[config.mk]
export PLATFORM = sky130hd
export DESIGN_NAME = svm_modality_sequencer
export DESIGN_NICKNAME = d
export VERILOG_FILES = /design/src/rtl/svm_modality_sequencer.sv
export SDC_FILE = /design/constraint.sdc
export NUM_CORES = 1
export LEC_CHECK = 0
export CORE_AREA = 3 3 320 322
export CTS_CLUSTER_SIZE = 10
export DETAILED_ROUTE_END_ITERATION = 6
export DIE_AREA = 0 0 323 325
export GPL_TIMING_DRIVEN = 1
export SYNTH_ARGS = -nofsm -noshare
export SYNTH_HDL_FRONTEND = slang
export SYNTH_SLANG_ARGS = --single-unit
[constraint.sdc]
create_clock -name clk -period 3.23 [get_ports clk]
set_clock_uncertainty 0.2 [all_clocks]
set_input_delay 0.4845 -clock clk [delete_from_list [all_inputs] [get_ports clk]]
set_output_delay 0.4845 -clock clk [all_outputs]
set_load 0.05 [all_outputs]
[src/rtl/svm_modality_sequencer.sv]
// svm_modality_sequencer
// Feeds valence and arousal feature vectors from two independent upstream
// channels into the single SVM input port. Each entry is sent valence first,
// then arousal. The block limits the number of entries in flight inside the
// SVM, tags each entry with a wrapping ID, and passes SVM results downstream
// with the matching ID.
//
// Optional feature: define SVM_SEQ_PERF_EN to enable the latency monitor.
// Each entry is timestamped with a free-running cycle counter when its
// valence vector is accepted. While a result is valid, dout_latency reports
// the elapsed cycles. Without the macro, dout_latency is tied to zero.
module svm_modality_sequencer #(
  parameter int NBITS       = 16,
  parameter int F_WIDTH     = 16,
  parameter int MAX_OUT     = 4,
  parameter int LOG_MAX_OUT = 2,
  parameter int ID_BITS     = 8
) (
  input  logic                     clk,
  input  logic                     rst,
  input  logic [NBITS*F_WIDTH-1:0] v_in_features,
  input  logic                     v_in_valid,
  output logic                     v_in_ready,
  input  logic [NBITS*F_WIDTH-1:0] a_in_features,
  input  logic                     a_in_valid,
  output logic                     a_in_ready,
  output logic [NBITS*F_WIDTH-1:0] svm_features,
  output logic                     svm_fin_valid,
  input  logic                     svm_fin_ready,
  input  logic                     svm_valence,
  input  logic                     svm_arousal,
  input  logic                     svm_dout_valid,
  output logic                     svm_dout_ready,
  output logic                     valence,
  output logic                     arousal,
  output logic [ID_BITS-1:0]       dout_id,
  output logic                     dout_valid,
  input  logic                     dout_ready,
  output logic [LOG_MAX_OUT:0]     outstanding,
  output logic                     err,
  output logic [31:0]              dout_latency
);

  localparam int VW = NBITS * F_WIDTH;
  localparam logic [LOG_MAX_OUT:0]   MAX_C   = (LOG_MAX_OUT+1)'(MAX_OUT);
  localparam logic [LOG_MAX_OUT:0]   CNT_ONE = (LOG_MAX_OUT+1)'(1);
  localparam logic [LOG_MAX_OUT-1:0] PTR_ONE = LOG_MAX_OUT'(1);
  localparam logic [ID_BITS-1:0]     ID_ONE  = ID_BITS'(1);

  typedef enum logic [1:0] {
    ST_IDLE   = 2'd0,
    ST_SEND_V = 2'd1,
    ST_LOAD_A = 2'd2,
    ST_SEND_A = 2'd3
  } state_t;

  state_t                 state_r;
  logic [VW-1:0]          feat_r;
  logic                   fin_valid_r;
  logic                   v_ready_r;
  logic                   a_ready_r;
  logic [ID_BITS-1:0]     next_id_r;
  logic [LOG_MAX_OUT:0]   outstanding_r;
  logic                   err_r;
  logic [LOG_MAX_OUT-1:0] wr_ptr_r;
  logic [LOG_MAX_OUT-1:0] rd_ptr_r;
  logic [ID_BITS-1:0]     tag_mem_r [MAX_OUT];

  logic                   v_hs_s;
  logic                   a_hs_s;
  logic                   issue_s;
  logic                   empty_s;
  logic                   pop_s;
  logic                   spur_s;
  logic [LOG_MAX_OUT:0]   cnt_next_s;

  assign v_hs_s  = v_in_valid & v_ready_r;
  assign a_hs_s  = a_in_valid & a_ready_r;
  // An entry is committed when the SVM accepts its arousal vector.
  assign issue_s = fin_valid_r & svm_fin_ready & (state_r == ST_SEND_A);
  assign empty_s = (outstanding_r == {(LOG_MAX_OUT+1){1'b0}});
  // A result with no tag behind it is a protocol error, not a pop.
  assign pop_s   = svm_dout_valid & dout_ready & ~empty_s;
  assign spur_s  = svm_dout_valid & empty_s;

  // Next in-flight count: an issue and a pop in the same cycle cancel out.
  always_comb begin
    cnt_next_s = outstanding_r;
    case ({issue_s, pop_s})
      2'b10:   cnt_next_s = outstanding_r + CNT_ONE;
      2'b01:   cnt_next_s = outstanding_r - CNT_ONE;
      default: cnt_next_s = outstanding_r;
    endcase
  end

  // Entry sequencer: capture valence, issue it, capture arousal, issue it.
  // v_in_ready is registered from the next count, so freeing a credit
  // re-opens the valence input one cycle later.
  always_ff @(posedge clk) begin
    if (rst) begin
      state_r     <= ST_IDLE;
      feat_r      <= {VW{1'b0}};
      fin_valid_r <= 1'b0;
      v_ready_r   <= 1'b1;
      a_ready_r   <= 1'b0;
      next_id_r   <= {ID_BITS{1'b0}};
    end else begin
      case (state_r)
        ST_IDLE: begin
          if (v_hs_s) begin
            feat_r      <= v_in_features;
            fin_valid_r <= 1'b1;
            v_ready_r   <= 1'b0;
            state_r     <= ST_SEND_V;
          end else begin
            v_ready_r   <= (cnt_next_s < MAX_C);
          end
        end
        ST_SEND_V: begin
          if (svm_fin_ready) begin
            fin_valid_r <= 1'b0;
            a_ready_r   <= 1'b1;
            state_r     <= ST_LOAD_A;
          end
        end
        ST_LOAD_A: begin
          if (a_hs_s) begin
            feat_r      <= a_in_features;
            a_ready_r   <= 1'b0;
            fin_valid_r <= 1'b1;
            state_r     <= ST_SEND_A;
          end
        end
        ST_SEND_A: begin
          if (svm_fin_ready) begin
            fin_valid_r <= 1'b0;
            v_ready_r   <= (cnt_next_s < MAX_C);
            next_id_r   <= next_id_r + ID_ONE;
            state_r     <= ST_IDLE;
          end
        end
        default: begin
          fin_valid_r <= 1'b0;
          v_ready_r   <= 1'b0;
          a_ready_r   <= 1'b0;
          state_r     <= ST_IDLE;
        end
      endcase
    end
  end

  // Tag FIFO pointers, in-flight count and the sticky error flag.
  always_ff @(posedge clk) begin
    if (rst) begin
      wr_ptr_r      <= {LOG_MAX_OUT{1'b0}};
      rd_ptr_r      <= {LOG_MAX_OUT{1'b0}};
      outstanding_r <= {(LOG_MAX_OUT+1){1'b0}};
      err_r         <= 1'b0;
    end else begin
      if (issue_s) begin
        wr_ptr_r <= wr_ptr_r + PTR_ONE;
      end
      if (pop_s) begin
        rd_ptr_r <= rd_ptr_r + PTR_ONE;
      end
      outstanding_r <= cnt_next_s;
      if (spur_s) begin
        err_r <= 1'b1;
      end
    end
  end

  // Tag storage: contents need no reset because the pointers define validity.
  always_ff @(posedge clk) begin
    if (issue_s) begin
      tag_mem_r[wr_ptr_r] <= next_id_r;
    end
  end

  assign svm_features   = feat_r;
  assign svm_fin_valid  = fin_valid_r;
  assign v_in_ready     = v_ready_r;
  assign a_in_ready     = a_ready_r;
  assign outstanding    = outstanding_r;
  assign err            = err_r;

  // Result path is a pure pass-through, tagged from the FIFO head.
  assign valence        = svm_valence;
  assign arousal        = svm_arousal;
  assign dout_valid     = svm_dout_valid;
  assign svm_dout_ready = dout_ready;
  assign dout_id        = empty_s ? {ID_BITS{1'b0}} : tag_mem_r[rd_ptr_r];

`ifdef SVM_SEQ_PERF_EN
  logic [31:0] cycle_r;
  logic [31:0] ts_pend_r;
  logic [31:0] ts_mem_r [MAX_OUT];

  // Free-running cycle counter and capture of the valence issue time.
  always_ff @(posedge clk) begin
    if (rst) begin
      cycle_r   <= 32'd0;
      ts_pend_r <= 32'd0;
    end else begin
      cycle_r <= cycle_r + 32'd1;
      if (fin_valid_r && svm_fin_ready && (state_r == ST_SEND_V)) begin
        ts_pend_r <= cycle_r;
      end
    end
  end

  // Timestamp FIFO written alongside the tag FIFO.
  always_ff @(posedge clk) begin
    if (issue_s) begin
      ts_mem_r[wr_ptr_r] <= ts_pend_r;
    end
  end

  assign dout_latency = (svm_dout_valid && !empty_s) ? (cycle_r - ts_mem_r[rd_ptr_r]) : 32'd0;
`else
  assign dout_latency = 32'd0;
`endif

endmodule

==> results.json, run 1 <==
{
  "postPlaceCellArea_sq_mm": 0.02663,
  "total_power_w": 0.02811,
  "die_y_microns": 325,
  "finalSetupViolCount": 0,
  "p_leak_nw": 9.649,
  "ios": 828,
  "startpoint_type": "flop",
  "die_w_microns": 323,
  "ys.flop_type": "dfxtp_1",
  "syn_area_per_cell_sq_um": 10.31,
  "num_rows": 116,
  "status": "completed",
  "vias_per_cell": 4.148,
  "finalHoldViolCount": 0,
  "vias": 15470,
  "grt_pass1_vias": 15900,
  "place_congestion": 0.8919,
  "mostFrequentLayoutCell": "clkdlybuf4s50_1",
  "mostFrequentLayoutCells": "782 x clkdlybuf4s50_1, 278 x dfxtp_1, 266 x inv_1",
  "cts_resized": 2,
  "layout-drive-gt1-share_pct": 26.92,
  "critPathMaxStageDelay_ps": 540,
  "die_area_sq_mm": 0.1050,
  "areaGrowthSynthToFinish_pct": 61.99,
  "max-clock-path-buffers": 3,
  "crit_required_ps": 2550,
  "worstPathArrival_ps": 2180,
  "grt_overflow": 0,
  "ys_seq_area_share_pct": 38.01,
  "grt_max_degree": 149,
  "grt_usage_pct": 13.50,
  "cp-end-kind": "output port",
  "fillers": 10560,
  "cts_setup_buffers": 0,
  "crit_path_max_fanout": 8,
  "tightest_slew_ps": 919.2,
  "slowest_stage": "mux4_2",
  "cts.root.buffer_cell": "clkbuf_16",
  "numCtsBuffers": 40,
  "maxSlewHeadroom_pct": 38.72,
  "syn-cell-area_sq_mm": 0.01722,
  "hold_depth": 2,
  "routed_wl_mm": 74.55,
  "p_per_area_mw_per_mm2": 1008,
  "final_area_sq_mm": 0.02789,
  "path_cells": "mux4_2 -> nor2b_1 -> dlygate4sd2_1",
  "slew_violations": 0,
  "maxCapViolCount": 0,
  "port_buffers": 791,
  "ys_async_sr_fraction_pct": 0,
  "core_area_sq_mm": 0.09986,
  "drc_errors": 0,
  "fin_tns_setup_ps": 0,
  "final_util_pct": 27.93,
  "initial_core_util_pct": 17.25,
  "max_freq_mhz": 349.2,
  "synth_seq_cells": 311,
  "grt_first_pass_wirelength_mm": 106.7,
  "irDropWorstVdd_mv": 0.5152,
  "worstSkewPairLatency_ps": 550,
  "grt_setup_unrepaired": "false",
  "reg2reg_depth": 7,
  "hp-class": "reg2reg",
  "synth_cells": 1671,
  "crit_type": "reg2out",
  "dr.first_iter.drc_count": 722,
  "hpwl_mm": 56.87,
  "antenna_found_initial": 15,
  "cts_sinks": 311,
  "post_drt_wl_per_cell_microns": 19.99,
  "cts_max_level": 2,
  "postRouteAntennaNets": 0,
  "yosysWarnings": 0,
  "period_share_pct": 88.66,
  "period_minus_slack_ps": 2864,
  "cts_tree": "built",
  "ctsHoldBuffers": 0,
  "ys_types": 46,
  "synth_edf_count": 32,
  "clkTransAtPathRegs_ps": 60,
  "nNetsFinal": 2935,
  "drt-pass1-iter-count": 5
}
path summary, 6_finish.rpt:
path | from | end | slack (ps)
worst min-delay path | svm_features[166] | svm_features[166] | 250
worst max-delay path | flop | dout_id[2] | 370
worst min register to register | svm_features[166] | svm_features[166] | 250
worst max register to register | outstanding[1] | v_in_ready | 480
synthesized netlist by cell type, types with 3 or more instances:
master | number | area [sq um]
and3_1 | 4 | 25.02
nand3_1 | 5 | 25.02
o21ai_0 | 4 | 20.02
mux4_2 | 8 | 180.2
or4_1 | 3 | 22.52
or3_1 | 6 | 37.54
a211oi_2 | 240 | 3003
a211oi_1 | 16 | 120.1
o31ai_1 | 4 | 30.03
buf_6 | 26 | 292.8
ha_1 | 10 | 125.1
inv_1 | 266 | 998.5
buf_2 | 6 | 30.03
dfxtp_1 | 279 | 5585
xnor2_1 | 4 | 35.03
nor4_1 | 256 | 1602
nor2_1 | 13 | 48.80
mux2i_1 | 4 | 40.04
a21oi_1 | 11 | 55.05
buf_4 | 39 | 292.8
nand2_1 | 5 | 18.77
mux2_2 | 256 | 2883
edfxtp_1 | 32 | 960.9
clkbuf_1 | 142 | 533.0
nor2b_1 | 8 | 50.05
critical path, delay by kind of cell (launching register included):
family	cells	cell delay [ps]
simple gates	1	150
buf+inv	1	430
flops	1	500
mux	1	540
sequential cells by signal (all words and copies together) (netlist names), 2 cells and up, named ones only:
name	cells
next_id_r	8
outstanding	3
rd_ptr_r	2
state_r	2
svm_features	256
tag_mem_r	32
wr_ptr_r	2
report_power, final:
part / switching (W) / internal (W) / leakage [nW]
sequential: 0.000650 / 0.00516 / 2.56
combinational: 0.0113 / 0.00674 / 6.47
clock: 0.00180 / 0.00250 / 0.612
total: 0.0137 / 0.0144 / 9.65
metrics by stage:
| step | worst slack [ps] | instances | hold WS, ps |
|---|---|---|---|
| 2_1_floorplan | 484.9 | 1702 | 259.1 |
| 3_3_place_gp | 249.6 | 3659 | 239.2 |
| 3_5_place_dp | 283.4 | 3659 | 242.5 |
| 4_1_cts | 6.822 | 3724 | 255.1 |
| 5_1_grt | 235.7 | 3729 | 269.8 |
| 6_report | 366.2 | 3729 | 250.8 |
per-layer routing:
layer | vias up | part of all wire [%] | GRT usage, %
met5 | - | 0.060 | 0
met3 | 96 | 7.4 | 3.895
met1 | 7366 | 41 | 16.30
met2 | 505 | 49 | 23.18
met4 | 6 | 2.2 | 3.765
li1 | 7496 | - | -
final cells by class:
cell class	count	area, sq um	share of cell area, %
diodes	5	12.51	0.04486
clock buffers	58	1169	4.189
clock inverters	7	66.31	0.2377
inverters	266	998.5	3.579
multi-input cells	911	8672	31.09
flip-flops and latches	311	6548	23.47
well taps	1298	1624	5.822
repair buffers	873	8805	31.56
kinds of logic after synthesis:
group	Yosys count	synth area share [%]
and+or+nand+nor	310	11.02
adders and majority gates	11	0.8428
xor gates and xnor gates	6	0.3052
buffers and inverters	480	12.49
AOI/OAI and AO/OA	284	19.28
other	1	0.02178
DFF	311	38.01
muxes	268	18.02
(Power assumes the default switching activity.)
==> inputs of run 2 (changes only) <==
SKIP_LAST_GASP = 1   (was default)
==> results of run 2 <==
No change in the layout: final DEF, timing and power equal those of run 1.
==> inputs of run 3 (changes only) <==
GPL_TIMING_DRIVEN = default   (was 1)
==> results of run 3 <==
No change in the layout: final DEF, timing and power equal those of run 1.
